--- src/rtl/i2c_reg_bank_pkg.sv ---
// ============================================================================
// i2c_reg_pkg : address map and bit indices for the I2C register bank
// Rev 1.0
// ============================================================================
`default_nettype none

package i2c_reg_pkg;

   localparam logic [7:0] ADDR_ID         = 8'h00;
   localparam logic [7:0] ADDR_CTRL       = 8'h01;
   localparam logic [7:0] ADDR_STATUS     = 8'h02;
   localparam logic [7:0] ADDR_IRQ_FLAGS  = 8'h03;
   localparam logic [7:0] ADDR_IRQ_MASK   = 8'h04;
   localparam logic [7:0] ADDR_SCRATCH    = 8'h05;
   localparam logic [7:0] ADDR_FIFO_DATA  = 8'h06;
   localparam logic [7:0] ADDR_FIFO_LEVEL = 8'h07;
   localparam logic [7:0] ADDR_CFG_BASE   = 8'h10;

   localparam int CTRL_ENABLE_BIT = 0;
   localparam int CTRL_IRQ_EN_BIT = 1;
   localparam int CTRL_W          = 2;

   localparam int NUM_EVENTS      = 7;
   localparam int IRQ_OVF_BIT     = 7;

endpackage

`default_nettype wire

--- src/rtl/i2c_reg_bank_if.sv ---
// ============================================================================
// i2c_reg_bank_if : application bus between the I2C slave and the register bank
// Rev 1.0
// ============================================================================
`default_nettype none

interface i2c_reg_bank_if;

   logic [7:0] addr;
   logic [7:0] wdata;
   logic       we;
   logic       wr_rdn;
   logic [7:0] rdata;
   logic [7:0] status;

   modport master (
      output addr, wdata, we, wr_rdn,
      input  rdata, status
   );

   modport slave (
      input  addr, wdata, we, wr_rdn,
      output rdata, status
   );

endinterface

`default_nettype wire

--- src/rtl/i2c_reg_bank_sync_fifo.sv ---
// ============================================================================
// sync_fifo : single-clock FIFO, power-of-two depth, head exported directly
// Rev 1.0
// ============================================================================
`default_nettype none

module sync_fifo #(
   parameter  int WIDTH = 8,
   parameter  int DEPTH = 4,
   localparam int PTR_W = $clog2(DEPTH),
   localparam int LVL_W = PTR_W + 1
) (
   input  logic             clk,
   input  logic             rst_n,
   input  logic             push_i,
   input  logic             pop_i,
   input  logic [WIDTH-1:0] wdata_i,
   output logic [WIDTH-1:0] rdata_o,
   output logic             full_o,
   output logic             empty_o,
   output logic [LVL_W-1:0] level_o
);

   logic [WIDTH-1:0] mem_q [DEPTH];
   logic [PTR_W-1:0] wr_ptr_q;
   logic [PTR_W-1:0] rd_ptr_q;
   logic [LVL_W-1:0] level_q;
   logic [LVL_W-1:0] level_d;
   logic             do_push;
   logic             do_pop;

   assign full_o  = (level_q == LVL_W'(DEPTH));
   assign empty_o = (level_q == '0);
   assign level_o = level_q;

   // A full FIFO still takes a push when the head leaves in the same cycle
   assign do_pop  = pop_i && !empty_o;
   assign do_push = push_i && (!full_o || do_pop);

   assign rdata_o = empty_o ? '0 : mem_q[rd_ptr_q];

   always_comb begin
      level_d = level_q;
      case ({do_push, do_pop})
         2'b10:   level_d = level_q + 1'b1;
         2'b01:   level_d = level_q - 1'b1;
         default: level_d = level_q;
      endcase
   end

   always_ff @(posedge clk or negedge rst_n) begin
      if (!rst_n) begin
         wr_ptr_q <= '0;
         rd_ptr_q <= '0;
         level_q  <= '0;
         for (int i = 0; i < DEPTH; i++) begin
            mem_q[i] <= '0;
         end
      end else begin
         level_q <= level_d;
         if (do_push) begin
            mem_q[wr_ptr_q] <= wdata_i;
            wr_ptr_q        <= wr_ptr_q + 1'b1;
         end
         if (do_pop) begin
            rd_ptr_q <= rd_ptr_q + 1'b1;
         end
      end
   end

endmodule

`default_nettype wire

--- src/rtl/i2c_reg_bank.sv ---
// ============================================================================
// i2c_reg_bank : ID/CTRL/IRQ/scratch/config registers plus host-to-core FIFO
// Rev 1.0
// ============================================================================
`default_nettype none

module i2c_reg_bank
   import i2c_reg_pkg::*;
#(
   parameter logic [7:0] DEVICE_ID  = 8'hA5,
   parameter int         NUM_CFG    = 8,
   parameter int         FIFO_DEPTH = 4
) (
   input  logic                 clk,
   input  logic                 rst_n,
   i2c_reg_bank_if.slave        bus,
   input  logic [6:0]           event_i,
   output logic                 ctrl_enable_o,
   output logic [8*NUM_CFG-1:0] cfg_o,
   output logic                 irq_o,
   output logic [7:0]           fifo_data_o,
   output logic                 fifo_valid_o,
   input  logic                 fifo_ready_i
);

   localparam int LVL_W = $clog2(FIFO_DEPTH) + 1;

   logic [CTRL_W-1:0]            ctrl_q;
   logic [NUM_EVENTS-1:0]        event_q;
   logic [7:0]                   flags_q, flags_d;
   logic [7:0]                   mask_q;
   logic [7:0]                   scratch_q;
   logic [NUM_CFG-1:0][7:0]      cfg_q;
   logic [7:0]                   rdata_q;
   logic                         irq_q;

   logic                         wr_en;
   logic                         fifo_push;
   logic                         fifo_pop;
   logic                         fifo_full;
   logic                         fifo_empty;
   logic [LVL_W-1:0]             fifo_level;
   logic                         overflow;
   logic [7:0]                   flag_set;
   logic [7:0]                   flag_clr;
   logic [7:0]                   status;
   logic [7:0]                   rd_mux;

   assign wr_en     = bus.we && bus.wr_rdn;
   assign fifo_push = wr_en && (bus.addr == ADDR_FIFO_DATA);
   assign fifo_pop  = fifo_valid_o && fifo_ready_i;
   assign overflow  = fifo_push && fifo_full && !fifo_pop;

   sync_fifo #(
      .WIDTH (8),
      .DEPTH (FIFO_DEPTH)
   ) u_fifo (
      .clk     (clk),
      .rst_n   (rst_n),
      .push_i  (fifo_push),
      .pop_i   (fifo_pop),
      .wdata_i (bus.wdata),
      .rdata_o (fifo_data_o),
      .full_o  (fifo_full),
      .empty_o (fifo_empty),
      .level_o (fifo_level)
   );

   assign fifo_valid_o = !fifo_empty;

   // Set is ORed in after the clear so a same-cycle event survives a W1C
   assign flag_set = {overflow, event_i & ~event_q};
   assign flag_clr = (wr_en && bus.addr == ADDR_IRQ_FLAGS) ? bus.wdata : 8'h00;
   assign flags_d  = (flags_q & ~flag_clr) | flag_set;

   assign status = {4'b0000, fifo_full, fifo_empty, irq_q, ctrl_q[CTRL_ENABLE_BIT]};

   always_comb begin
      rd_mux = 8'h00;
      case (bus.addr)
         ADDR_ID:         rd_mux = DEVICE_ID;
         ADDR_CTRL:       rd_mux = {{(8-CTRL_W){1'b0}}, ctrl_q};
         ADDR_STATUS:     rd_mux = status;
         ADDR_IRQ_FLAGS:  rd_mux = flags_q;
         ADDR_IRQ_MASK:   rd_mux = mask_q;
         ADDR_SCRATCH:    rd_mux = scratch_q;
         ADDR_FIFO_LEVEL: rd_mux = 8'(fifo_level);
         default:         rd_mux = 8'h00;
      endcase
      for (int i = 0; i < NUM_CFG; i++) begin
         if (bus.addr == 8'(ADDR_CFG_BASE + i)) begin
            rd_mux = cfg_q[i];
         end
      end
   end

   always_ff @(posedge clk or negedge rst_n) begin
      if (!rst_n) begin
         ctrl_q    <= '0;
         event_q   <= '0;
         flags_q   <= '0;
         mask_q    <= '0;
         scratch_q <= '0;
         cfg_q     <= '0;
         rdata_q   <= '0;
         irq_q     <= 1'b0;
      end else begin
         event_q <= event_i;
         flags_q <= flags_d;
         rdata_q <= rd_mux;
         irq_q   <= ctrl_q[CTRL_IRQ_EN_BIT] && |(flags_q & mask_q);
         if (wr_en) begin
            case (bus.addr)
               ADDR_CTRL:     ctrl_q    <= bus.wdata[CTRL_W-1:0];
               ADDR_IRQ_MASK: mask_q    <= bus.wdata;
               ADDR_SCRATCH:  scratch_q <= bus.wdata;
               default:       ;
            endcase
            for (int i = 0; i < NUM_CFG; i++) begin
               if (bus.addr == 8'(ADDR_CFG_BASE + i)) begin
                  cfg_q[i] <= bus.wdata;
               end
            end
         end
      end
   end

   assign bus.rdata     = rdata_q;
   assign bus.status    = status;
   assign ctrl_enable_o = ctrl_q[CTRL_ENABLE_BIT];
   assign irq_o         = irq_q;
   assign cfg_o         = cfg_q;

endmodule

`default_nettype wire
--- src/flat_wrapper.sv ---
// flat-port wrapper written by rule: the top's interface ports become plain ports
module i2c_reg_bank_flat import i2c_reg_pkg::*;
#(
   parameter logic [7:0] DEVICE_ID  = 8'hA5,
   parameter int         NUM_CFG    = 8,
   parameter int         FIFO_DEPTH = 4
)
  (clk, rst_n, event_i, ctrl_enable_o, cfg_o, irq_o, fifo_data_o, fifo_valid_o, fifo_ready_i, bus_addr, bus_wdata, bus_we, bus_wr_rdn, bus_rdata, bus_status);
  i2c_reg_bank_if bus_i ();
  input  logic clk;
  input  logic rst_n;
  input  logic [6:0] event_i;
  output logic ctrl_enable_o;
  output logic [8*NUM_CFG-1:0] cfg_o;
  output logic irq_o;
  output logic [7:0] fifo_data_o;
  output logic fifo_valid_o;
  input  logic fifo_ready_i;
  input wire logic [$bits(bus_i.addr)-1:0] bus_addr;
  input wire logic [$bits(bus_i.wdata)-1:0] bus_wdata;
  input wire logic [$bits(bus_i.we)-1:0] bus_we;
  input wire logic [$bits(bus_i.wr_rdn)-1:0] bus_wr_rdn;
  output wire logic [$bits(bus_i.rdata)-1:0] bus_rdata;
  output wire logic [$bits(bus_i.status)-1:0] bus_status;
  assign bus_i.addr = bus_addr;
  assign bus_i.wdata = bus_wdata;
  assign bus_i.we = bus_we;
  assign bus_i.wr_rdn = bus_wr_rdn;
  assign bus_rdata = bus_i.rdata;
  assign bus_status = bus_i.status;
  i2c_reg_bank #(.DEVICE_ID(DEVICE_ID), .NUM_CFG(NUM_CFG), .FIFO_DEPTH(FIFO_DEPTH)) u_core (.clk(clk), .rst_n(rst_n), .bus(bus_i), .event_i(event_i), .ctrl_enable_o(ctrl_enable_o), .cfg_o(cfg_o), .irq_o(irq_o), .fifo_data_o(fifo_data_o), .fifo_valid_o(fifo_valid_o), .fifo_ready_i(fifo_ready_i));
endmodule
--- config.mk ---
export PLATFORM = sky130hd
export DESIGN_NAME = i2c_reg_bank_flat
export DESIGN_NICKNAME = d
export VERILOG_FILES = /design/src/rtl/i2c_reg_bank_pkg.sv /design/src/rtl/i2c_reg_bank_if.sv /design/src/rtl/i2c_reg_bank_sync_fifo.sv /design/src/rtl/i2c_reg_bank.sv /design/src/flat_wrapper.sv
export SDC_FILE = /design/constraint.sdc
export NUM_CORES = 1
export LEC_CHECK = 0
export ABC_AREA = 1
export BUFFER_PORTS_ARGS = -buffer_cell sky130_fd_sc_hd__buf_2
export CELL_PAD_IN_SITES_DETAIL_PLACEMENT = 1
export CELL_PAD_IN_SITES_GLOBAL_PLACEMENT = 2
export CORE_AREA = 10 10 170 133
export CTS_BUF_LIST = sky130_fd_sc_hd__clkbuf_4 sky130_fd_sc_hd__clkbuf_8 sky130_fd_sc_hd__clkbuf_16
export DETAILED_ROUTE_END_ITERATION = 6
export DIE_AREA = 0 0 180 143
export GPL_TIMING_DRIVEN = 0
export PLACE_DENSITY_LB_ADDON = 0.1
export SYNTH_ARGS = -nofsm -noshare
export SYNTH_HDL_FRONTEND = slang
export SYNTH_SLANG_ARGS = --single-unit
export TNS_END_PERCENT = 50
--- constraint.sdc ---
create_clock -name clk -period 4.6 [get_ports clk]
set_clock_uncertainty 0.05 [all_clocks]
set_input_delay 0.46 -clock clk [delete_from_list [all_inputs] [get_ports clk]]
set_output_delay 0.46 -clock clk [all_outputs]
set_load 0.1 [all_outputs]
==> results, run 1 <==
- The flow ran to the end, but the final reports show violations.
- The final reports fail on negative hold slack.
- The post-route cell area is 8387 um2.
- The detailed router placed 5932 vias in this run.
- The critical path class is reg2out.
- For this design the ratio of total power to cell area is 491.2 nW/um2.
- On the final layout, the worst hold slack is -17.45 ps.
- The count of instances resized after the clock tree is built is 0.
- The share of the core filled with cells in the final layout is 0.4390.
- The number of buffers on the longest clock path is 2.
- The most common cell after layout, fill and taps aside is sky130_fd_sc_hd__nand2_1.
- The total of max-cap violations is 0.
- The first global-routing pass estimated 36440 um of wire.
- The maximum vdd drop is 0.3443 mV.
- The final layout contains 961 nets.
- The global routing usage summed across all routing layers is 0.1780.
- Prior to clock tree synthesis, the placed netlist has a worst setup slack of 1797 ps.
- The number of antenna-violating nets in the routed design is 0.
- The floorplan step defined a die boundary enclosing 25740 um2.
- The standby leakage power is 4.145 nW.
- The TritonCTS clock tree is done.
- The total power consumption of the routed design is 4.120 mW.
- The worst-path maximum fanout is 10.
- For this configuration, the core starts out at a cell density of 0.3562.
- Counting flops and latches in the post-synthesis netlist gives 145.
- In the synthesized netlist the dominant register cell turns out to be sky130_fd_sc_hd__dfrtp_1.
- The number of primary I/O pins is 119.
- The count of hold buffers inserted by post-cts repair is 0.
- The count of warnings emitted by yosys is 0.
- The library cells used most frequently in the layout, excluding fill and tap cells, are sky130_fd_sc_hd__nand2_1, sky130_fd_sc_hd__dfrtp_1, sky130_fd_sc_hd__buf_2, sky130_fd_sc_hd__o21ai_0, sky130_fd_sc_hd__inv_1.
- The worst-case headroom to the max-slew limit is 0.5792.
- In the synthesized netlist the async set-or-reset flop fraction comes to 1.000.
- The largest total area in the synthesized netlist belongs to sky130_fd_sc_hd__dfrtp_1.
- The number of antenna violations at the first check in global routing is 0.
- The synthesized area per cell is 8.614 um2.
- The routed wirelength normalized by instance count is 19.11 um.
- For this run, the register share of the synthesized area comes to 0.5332.
- 0 antenna diodes ended up in the layout.
- The number of buffer cells added on primary ports is 114.
- The worst setup slack for register-to-register paths is 1970 ps.
- The number of standard cells in the final layout excluding fillers is 1193.
- The growth of design area from synthesis to finish is 23.24%.
- Using the TritonRoute via totals, the vias-per-cell ratio works out to 4.972.
- The H-tree depth reported by CTS is 4.
- The path class of the tightest hold or removal check is in2async.
- The final period demand of the worst path is 3259 ps.
- In this run the post-CTS setup repair buffer count came out at 0.
- Adding up every negative setup slack in the final design gives 0 ps.
- The standard-cell row count is 44.
- Measured in cells, the most critical reg-to-reg path has a length of 9.
- The highest achievable clock rate is 0.3068 GHz.
- The cell area reported after detailed placement is 7737 um2.
- Yosys mapped a number of flops with a built-in enable equal to 0.
- The worst endpoint required time is 4090 ps.
- The number of max-slew violations in the final report came to 0.
- Of the cells placed in the final design, the portion with a size suffix greater than 1 is 0.2202.
- For the pin with the worst max-slew slack, the measured transition is 631.2 ps.
- The clock drives 145 sinks.
- The DRC marker count from the first detailed-route iteration is 324.
- The largest net degree at the start of global routing is 86.
- The final setup slack of the worst path is 1341 ps.
- The DRC violation count after routing is 0.
- The type of element capturing the critical path is a primary output.
- For this run the aggregate overflow at the end of global routing stands at 0.
- Walking the worst path, the cells encountered are clkbuf_1 -> inv_1 -> clkbuf_1 -> a21oi_1 -> o21ai_0 -> a21oi_1 -> buf_2.
- The root buffer cell chosen for the clock tree is sky130_fd_sc_hd__clkbuf_16.
- Setup violations remaining at the end of the flow were counted as 0.
- On the worst path, the slowest cell contributes a delay of 450 ps.
- The synthesized netlist occupies a cell area of 6805 um2.
- The register area is 3628 um2.
- The die span in y is 143 um.
- The number of global-route vias before repair came to 6384.
- Measured along the x axis, the die boundary spans 180 um.
- The synthesized netlist contains 37 unique library cells.
- STA puts the critical path data arrival time at 2750 ps.
- The multi-input combinational cells in the finished layout cover a total of 2680 um2.
- After filler insertion, the fill cell instance count of the layout stands at 2292.
- Setup repair after global routing left no endpoint under its margin.
- In this run the standard cell core region covers 19100 um2.
- The routed design has 22790 um of wire.
- The highest-delay cell along the critical path is sky130_fd_sc_hd__buf_2.
- The post-route fraction of the period consumed by the critical path is 0.7085.
- After clock tree synthesis, the clock-pin slew on the worst setup and hold paths is 60 ps.
- The count of final hold-check violations is 21.
- The startpoint of the most critical register-to-register path is u_core.u_fifo.level_o[0].
- The cell count after synthesis is 790.
- The number of detailed-routing iterations run before antenna repair is 5.
- Ranked by total cell area, the synthesized netlist is headed by sky130_fd_sc_hd__dfrtp_1, sky130_fd_sc_hd__nand2_1, sky130_fd_sc_hd__o21ai_0.
- The share of Yosys cell area claimed by the top area cell type is 0.5332.
- The startpoint type of the worst setup path is a flop.
- TritonCTS created 17 clock buffers.
- The reg-to-reg endpoint is u_core.u_fifo.level_o[2].
- Clock latency on the worst-skew pair, taken at its later pin, is 420 ps.
- Once placement completed, the tool counted placed cells totaling 1161.
- Detailed placement finished with a half-perimeter wire length of 17750 um.
- The congestion estimate from routability-driven global placement came to 0.8006.
worst max-delay path by stage:
stage	slack (ps)	start	endpoint	cells past startpoint
after detailed placement	1800	u_core.u_fifo.rd_ptr_q[0]	fifo_data_o[5]	7
after CTS	1330	u_core.u_fifo.rd_ptr_q[0]	fifo_data_o[5]	7
after global routing	1150	u_core.u_fifo.rd_ptr_q[0]	fifo_data_o[6]	7
after floorplan	1510	u_core.u_fifo.rd_ptr_q[0]	fifo_data_o[5]	6
after global placement	860	rst_n	u_core.cfg_o[40]	1
final	1340	u_core.u_fifo.rd_ptr_q[0]	fifo_data_o[5]	7
critical path, delay by kind of cell, from the launching register on:
family / cells / cell delay, ps
compound gates: 3 / 470
buf+inv: 4 / 1520
flops: 1 / 340
cell families after synthesis:
logic type,after synthesis,synth area share
and+or+nand+nor,332,0.2223
AOI/OAI and AO/OA,187,0.1508
DFF,145,0.5332
buffers and inverters,114,0.07464
adders and majority gates,6,0.01213
xor gates and xnor gates,5,0.006435
other,1,0.0005510
cell type report:
class	count	area share
flip-flops and latches	145	0.4326
inverters	77	0.03446
well taps	253	0.03774
clock inverters	14	0.02506
clock buffers	18	0.05236
plain buffers	37	0.02611
multi-input cells	534	0.3196
repair buffers	115	0.07206
Yosys cell counts, types with 2 or more instances:
cell type,n
sky130_fd_sc_hd__a21oi_1,33
sky130_fd_sc_hd__a221oi_1,2
sky130_fd_sc_hd__a22o_1,2
sky130_fd_sc_hd__buf_2,7
sky130_fd_sc_hd__buf_4,9
sky130_fd_sc_hd__buf_6,5
sky130_fd_sc_hd__clkbuf_1,16
sky130_fd_sc_hd__dfrtp_1,145
sky130_fd_sc_hd__ha_1,5
sky130_fd_sc_hd__inv_1,75
sky130_fd_sc_hd__nand2_1,227
sky130_fd_sc_hd__nand2_2,6
sky130_fd_sc_hd__nand3_1,26
sky130_fd_sc_hd__nand3_4,2
sky130_fd_sc_hd__nand3b_1,2
sky130_fd_sc_hd__nand4_1,11
sky130_fd_sc_hd__nor2_1,30
sky130_fd_sc_hd__nor2_2,3
sky130_fd_sc_hd__nor2_4,14
sky130_fd_sc_hd__nor3_1,2
sky130_fd_sc_hd__o21a_1,16
sky130_fd_sc_hd__o21ai_0,118
sky130_fd_sc_hd__o21ai_1,6
sky130_fd_sc_hd__o21ai_2,8
sky130_fd_sc_hd__or2_0,4
sky130_fd_sc_hd__or2_2,2
sky130_fd_sc_hd__xor2_1,4
routing by layer:
| metal | vias up | share of wire | global-route usage |
|---|---|---|---|
| met3 | 15 | 0.046 | 0.04217 |
| met1 | 2980 | 0.52 | 0.2574 |
| li1 | 2817 | - | - |
| met5 | - | 0 | 0 |
| met4 | 0 | 0.0070 | 0.03734 |
| met2 | 120 | 0.43 | 0.2642 |
report_power, final:
part	total [mW]	switching, mW	internal, mW
sequential	1.37	0.0429	1.33
clock	1.54	0.569	0.976
combinational	1.20	1.01	0.195
flip-flops by register name (all words and copies together) (netlist names), 3 cells and up:
name and count:
u_core.flags_q 8, u_core.u_fifo.mem_q 32, u_core.scratch_q 8, u_core.bus.rdata 8, u_core.mask_q 8, u_core.u_fifo.level_o 3
u_core.cfg_o 64, u_core.event_q 7
(Power assumes the default switching activity.)
==> run 2, diff against run 1 <==
Settings changed: CORE_AREA 10 10 170 133 to 10 10 185 144, DIE_AREA 0 0 180 143 to 0 0 195 154.
Clock period 4.6 ns to 2.7 ns, I/O delays scaled along.
==> run 2 against run 1 <==
The run now ends clean. Combinational power grew 75%. Clock power up 46%. Wire length rose by 4.0%. Die area is 17% higher. Largest cell class unchanged. Largest power group is now registers. Highest routed layer unchanged.
==> results, run 2 (same netlist as run 1, synthesis figures left out) <==
- Of the cells placed in the final design, the portion with a size suffix greater than 1 is 0.2283.
- On the critical path, the stage with the largest delay is an instance of sky130_fd_sc_hd__dfrtp_1.
- The die covers 30030 um2.
- The sum of negative setup slack is 0 ps.
- The number of antenna violations at the first check in global routing is 0.
- In this run the clock root is driven by a sky130_fd_sc_hd__clkbuf_16.
- 119 I/O pins were placed.
- The startpoint type of the worst setup path is a flop.
- Prior to clock tree synthesis, the placed netlist has a worst setup slack of 122.4 ps.
- The number of max-slew violations in the final report came to 0.
- The H-tree depth reported by CTS is 4.
- The later-pin clock latency in the skew report is 430 ps.
- The final period demand of the worst path is 2589 ps.
- For this run, the slowest stage of the critical path takes 450 ps.
- Setup repair after global routing left no endpoint under its margin.
- After detailed routing, the number of remaining DRC violations is 0.
- The total of max-cap violations is 0.
- For this run, the top clock speed supported by timing is 0.3862 GHz.
- The standard-cell row count is 48.
- At the pin with the least slew margin, the transition time is 628.4 ps.
- The TritonCTS clock tree is done.
- In this run the cell area measured after placement is 7811 um2.
- For the worst setup path, the data required time is 2380 ps.
- The post-route cell area is 8464 um2.
- The number of standard cells in the final layout excluding fillers is 1246.
- The final wirelength is 23700 um.
- The post-route fraction of the period consumed by the critical path is 0.9591.
- The count of nets left with antenna violations once routing finished came out at 0.
- The design draws 6.737 mW.
- The count of final hold-check violations came to 0.
- The largest net degree at the start of global routing is 97.
- The register with the most flip-flops in the layout has 64 of them.
- The critical path is of the reg2out type.
- The post-layout net count is 967.
- In this run the deepest clock path goes through 2 buffers.
- Data arrives at the worst endpoint at 2270 ps.
- The routed wirelength normalized by instance count is 19.02 um.
- The total clock buffers created by CTS is 17.
- The weighted congestion at the end of routability-driven global placement is 0.8033.
- The global routing usage summed across all routing layers is 0.1585.
- Once layout is complete, the utilization of the core stands at 0.3709.
- Global routing finished with a remaining overflow of 0.
- The maximum vdd drop is 0.4184 mV.
- The chip width is 195 um.
- The worst-case headroom to the max-slew limit is 0.5811.
- In this run, the number of DRC markers left after iteration 0 of detailed routing was 311.
- The clock sink count is 145.
- The worst-path maximum fanout is 10.
- The post-DP HPWL is 18900 um.
- The number of setup buffers added after CTS is 0.
- The class of the worst hold path is in2reg.
- The total setup violations reported at the end of the flow is 0.
- The most common cell after layout, fill and taps aside is sky130_fd_sc_hd__nand2_1.
- Leaving out fill and tap cells, the most frequent cells in the layout are sky130_fd_sc_hd__nand2_1, sky130_fd_sc_hd__dfrtp_1, sky130_fd_sc_hd__o21ai_0, sky130_fd_sc_hd__buf_2, sky130_fd_sc_hd__inv_1.
- The floorplan step set the die height to 154 um.
- The first global-routing pass estimated 37430 um of wire.
- The ratio of routed vias to standard cells is 4.757.
- The initial cell density of the core is 0.2982.
- The number of global-route vias before repair is 6263.
- The tightest hold path in the finished design has a slack of 50.22 ps.
- The type of element capturing the critical path is a primary output.
- The area of the core is 22820 um2.
- In this run the static leakage power is 4.127 nW.
- The growth of design area from synthesis to finish is 24.38%.
- After detailed placement, the design holds a cell count of 1208.
- The number of antenna diodes in the final layout is 0.
- The number of detailed-routing iterations run before antenna repair is 4.
- The count of vias placed by the detailed router is 5927.
- Buffers placed on the I/O ports in this run total 114.
- The total power density per cell area is 795.9 nW/um2.
- The final setup slack of the worst path is 110.6 ps.
- The filler cell count is 2735.
- Clock-pin slew was measured on the worst setup and hold paths at 60 ps.
- The run finished with clean final reports.
- Walking the worst path, the cells encountered are nor3_1 -> clkbuf_2 -> buf_4 -> buf_2.
## run 2: changes by cell type in the layout (fill, tap and decap cells not counted), sizes merged
cell,previous run,this run
bufinv,5,0
dlygate4sd3,0,8
clkinv,9,4
inv,77,84
clkinvlp,0,4
clkbuf,34,31
## run 2: path summary, 6_finish.rpt
kind,from,slack (ps),end,cells after the start
hold reg to reg,u_core.event_q[6],370,u_core.flags_q[6],1
setup / recovery,u_core.u_fifo.level_o[0],110,bus_status[2],4
setup reg to reg,u_core.u_fifo.level_o[0],230,u_core.u_fifo.level_o[2],9
min in group asynchronous,rst_n,290,u_core.u_fifo.mem_q[22],2
hold / removal,bus_wdata[0],50,u_core.u_fifo.mem_q[16],3
max in group asynchronous,rst_n,1440,u_core.cfg_o[16],3
## run 2: critical path, delay by kind of cell, from the launching register on
kind,cells,cell delay (ps)
DFF,1,450
buffers and inverters,3,980
and+or+nand+nor,1,410
## run 2: final cells by class
class | instances | area (um2) | area share
Sequential cell | 145 | 3630 | 0.4288
Inverter | 77 | 290.3 | 0.03429
Buffer | 35 | 214.0 | 0.02528
Clock inverter | 15 | 125.1 | 0.01478
Multi-Input combinational cell | 534 | 2700 | 0.3190
Tap cell | 300 | 375.4 | 0.04435
Clock buffer | 17 | 425.4 | 0.05026
Timing Repair Buffer | 123 | 704.4 | 0.08322
## run 2: per-layer routing
| layer | part of all wire | track usage | vias up |
|---|---|---|---|
| met3 | 0.043 | 0.03607 | 12 |
| met2 | 0.43 | 0.2300 | 96 |
| met4 | 0.0057 | 0.03084 | 0 |
| met5 | 0 | 0 | - |
| li1 | - | - | 2828 |
| met1 | 0.53 | 0.2336 | 2991 |
## run 2: power by group
group	internal, mW	switching (mW)	total, mW	leakage (nW)
clock network	1.20	1.05	2.25	0.260
registers	2.26	0.125	2.39	1.86
logic	0.412	1.69	2.10	2.01
total	3.88	2.86	6.74	4.13
## run 2: repair_timing
action                                  in CTS  in global routing
hold endpoints to repair                    56                  0
hold buffers                                 8                  0
gates cloned                                 0                  0
resized for setup                           10                  4
endpoints found under the setup margin       9                  9
==> run 3, diff against run 2 <==
Settings changed: GPL_TIMING_DRIVEN 0 to not set.
==> run 3 against run 2 <==
Worst hold slack got worse by 17 ps. Largest cell class unchanged. Clock power up 4%. Critical path depth increased by 6. Design area decreased by 1.5%. Combinational power barely moved. Utilization is 0.56 points lower. Final cell count is 1.8% lower. Critical endpoint is now u_core.u_fifo.level_o[2]. Critical path type is now reg2reg. First-iteration DRC count up 2.6%.
==> results, run 3 (same netlist as run 1, synthesis figures left out) <==
- The number of detailed-routing iterations run before antenna repair is 6.
- The DRC marker count from the first detailed-route iteration is 319.
- The launch instance of the worst min-delay path is bus_wdata[7].
- For this design the ratio of total power to cell area is 811.1 nW/um2.
- The total of max-cap violations is 0.
- The area of the die is 30030 um2.
- The final period demand of the worst path is 2537 ps.
- The post-route cell area is 8335 um2.
- The number of standard cells in the final layout excluding fillers is 1223.
- For this configuration, the core starts out at a cell density of 0.2982.
- Overall power consumption after layout is estimated at 6.761 mW.
- Setup repair after global routing left no endpoint under its margin.
- For this design, the sink count on the clock tree is 145.
- The share of total power dissipated in combinational logic is 0.307.
- The routed wirelength normalized by instance count is 18.65 um.
- The number of buffer cells added on primary ports is 114.
- Routability-driven placement finished with a final weighted congestion of 0.7912.
- In this run the worst setup path begins at u_core.u_fifo.level_o[2].
- The worst setup path is of the reg2reg kind.
- The first global-routing pass estimated 36530 um of wire.
- The number of max-slew violations in the final report is 0.
- The area of the core is 22820 um2.
- The number of antenna violations at the first check in global routing is 0.
- The H-tree depth reported by CTS is 4.
- The post-layout net count is 944.
- Summed over all cells, the static leakage comes to 4.068 nW.
- For this run, the total global-route usage over all layers was measured as 0.1544.
- The count of final hold-check violations is 0.
- The share of total power dissipated in the clock network is 0.346.
- For this design the top-level I/O count stands at 119.
- After detailed routing, the total wire length is 22810 um.
- For the pin with the worst max-slew slack, the measured transition is 687.4 ps.
- The count of vias placed by the detailed router is 5787.
- The startpoint of the most critical register-to-register path is u_core.u_fifo.level_o[2].
- Clock latency on the worst-skew pair, taken at its later pin, is 430 ps.
- The cell sitting at the root of the clock tree is a sky130_fd_sc_hd__clkbuf_16.
- The number of antenna-violating nets in the routed design is 0.
- The worst-path maximum fanout is 8.
- Dividing the final minimum period by the clock period gives 0.9397.
- The type of element capturing the critical path is a flop.
- In this run the tightest slew margin relative to its limit is 0.5417.
- The ratio of routed vias to standard cells is 4.732.
- The standard-cell row count is 48.
- Summed over all layers, the global routing overflow is 0.
- The total clock buffers created by CTS is 17.
- The count of instances resized after the clock tree is built is 0.
- At the placement stage, the worst setup path has a slack of 293.8 ps.
- The number of global-route vias before repair was 6184.
- The register with the most flip-flops in the layout has 64 of them.
- VDD sags by at most 0.4399 mV.
- The largest net degree at the start of global routing is 69.
- The switching power of the nets is 2.849 mW.
- In the layout the commonest cells are sky130_fd_sc_hd__nand2_1, sky130_fd_sc_hd__dfrtp_1, sky130_fd_sc_hd__o21ai_0, sky130_fd_sc_hd__buf_2, sky130_fd_sc_hd__inv_1.
- Internal power comes to 3.912 mW.
- The library cell used most frequently in the layout, excluding fill and tap cells, is sky130_fd_sc_hd__nand2_1.
- The die is 154 um tall.
- The proportion of layout cells with a drive suffix above 1 is 0.2199.
- The post-CTS clock slew at the launch and capture registers of the worst setup and hold paths is 70 ps.
- The run finished with clean final reports.
- In the routed design, unresolved DRC markers number 0.
- Of the total power, the share spent switching nets is 0.4214.
- The post-DP HPWL is 17640 um.
- The part of the total power dissipated in sequential elements is 0.347.
- The class of the worst hold path is in2reg.
- The diode insertion count for antenna repair is 0.
- Summing all placed instances gives a cell area of 7680 um2.
- The chip width is 195 um.
- The growth of design area from synthesis to finish is 22.49%.
- The startpoint type of the worst setup path is a flop.
- The number of buffers on the longest clock path is 2.
- The highest achievable clock rate is 0.3941 GHz.
- STA puts the critical path data required time at 2960 ps.
- The total setup violations reported at the end of the flow is 0.
- The final setup slack of the worst path is 162.8 ps.
- STA puts the critical path data arrival time at 2790 ps.
- In this run, placement finished with an instance count of 1183.
- The TritonCTS clock tree is done.
[run 3: cell types whose count changed in the layout (fill, tap and decap cells not counted), moves of 2 or more]
cell                       delta
sky130_fd_sc_hd__buf_4        -5
sky130_fd_sc_hd__buf_6        -5
sky130_fd_sc_hd__clkbuf_1    -12
sky130_fd_sc_hd__clkbuf_2     -2
sky130_fd_sc_hd__clkinv_2     -2
[run 3: final timing paths]
path / depth (start not counted) / end / slack (ps)
worst max-delay path: 10 / u_core.u_fifo.level_o[2] / 160
worst min-delay path: 3 / u_core.u_fifo.mem_q[23] / 30
worst max register to register: 10 / u_core.u_fifo.level_o[2] / 160
worst min register to register: 1 / u_core.flags_q[5] / 370
max in group asynchronous: 3 / u_core.u_fifo.wr_ptr_q[0] / 1340
min in group asynchronous: 2 / u_core.u_fifo.mem_q[15] / 330
[run 3: per-layer routing]
metal / vias to the layer above / GRT usage / part of all wire
li1: 2784 / - / -
met1: 2890 / 0.2169 / 0.52
met2: 94 / 0.2333 / 0.43
met3: 19 / 0.03368 / 0.036
met4: 0 / 0.04136 / 0.012
met5: - / 0 / 0
[run 3: through the flow]
step,hold WS [ps],TNS (ps),util
6_report,33.33,0,0.3652
2_1_floorplan,-75.59,-507.8,-
4_1_cts,20.26,0,0.3652
3_3_place_gp,265.4,0,0.3365
5_1_grt,25.19,0,0.3652
3_5_place_dp,271.5,0,0.3365
[run 3: layout make-up]
| cell class | instances | area, um2 |
|---|---|---|
| Sequential cell | 145 | 3628 |
| Timing Repair Buffer | 135 | 767.0 |
| Clock buffer | 17 | 425.4 |
| Clock inverter | 15 | 150.1 |
| Fill cell | 2716 | 14490 |
| Tap cell | 300 | 375.4 |
| Inverter | 77 | 289.0 |
| Multi-Input combinational cell | 534 | 2700 |
[run 3: worst max-delay path, stage by stage, from the launching register on]
cell	delay, ps
sky130_fd_sc_hd__dfrtp_1	410
sky130_fd_sc_hd__inv_1	110
sky130_fd_sc_hd__nor3_1	270
sky130_fd_sc_hd__nand2_1	170
sky130_fd_sc_hd__nand3_4	210
sky130_fd_sc_hd__ha_1	170
sky130_fd_sc_hd__inv_1	80
sky130_fd_sc_hd__fa_1	460
sky130_fd_sc_hd__a21oi_1	180
sky130_fd_sc_hd__o21ai_0	130
sky130_fd_sc_hd__xor2_1	160
[run 3: timing repair]
action / in CTS / in global routing
hold endpoints to repair: 72 / 0
hold buffers: 8 / 0
setup buffers: 0 / 0
[run 3: power by group through the flow]
stage / clock network (mW) / registers [mW] / logic (mW)
final: 2.34 / 2.34 / 2.08
after global routing: 2.51 / 2.35 / 2.20
after floorplan: 0 / 2.55 / 1.45
after detailed placement: 0 / 2.38 / 2.08
after global placement: 0 / 2.37 / 2.06
after CTS: 2.41 / 2.34 / 2.10
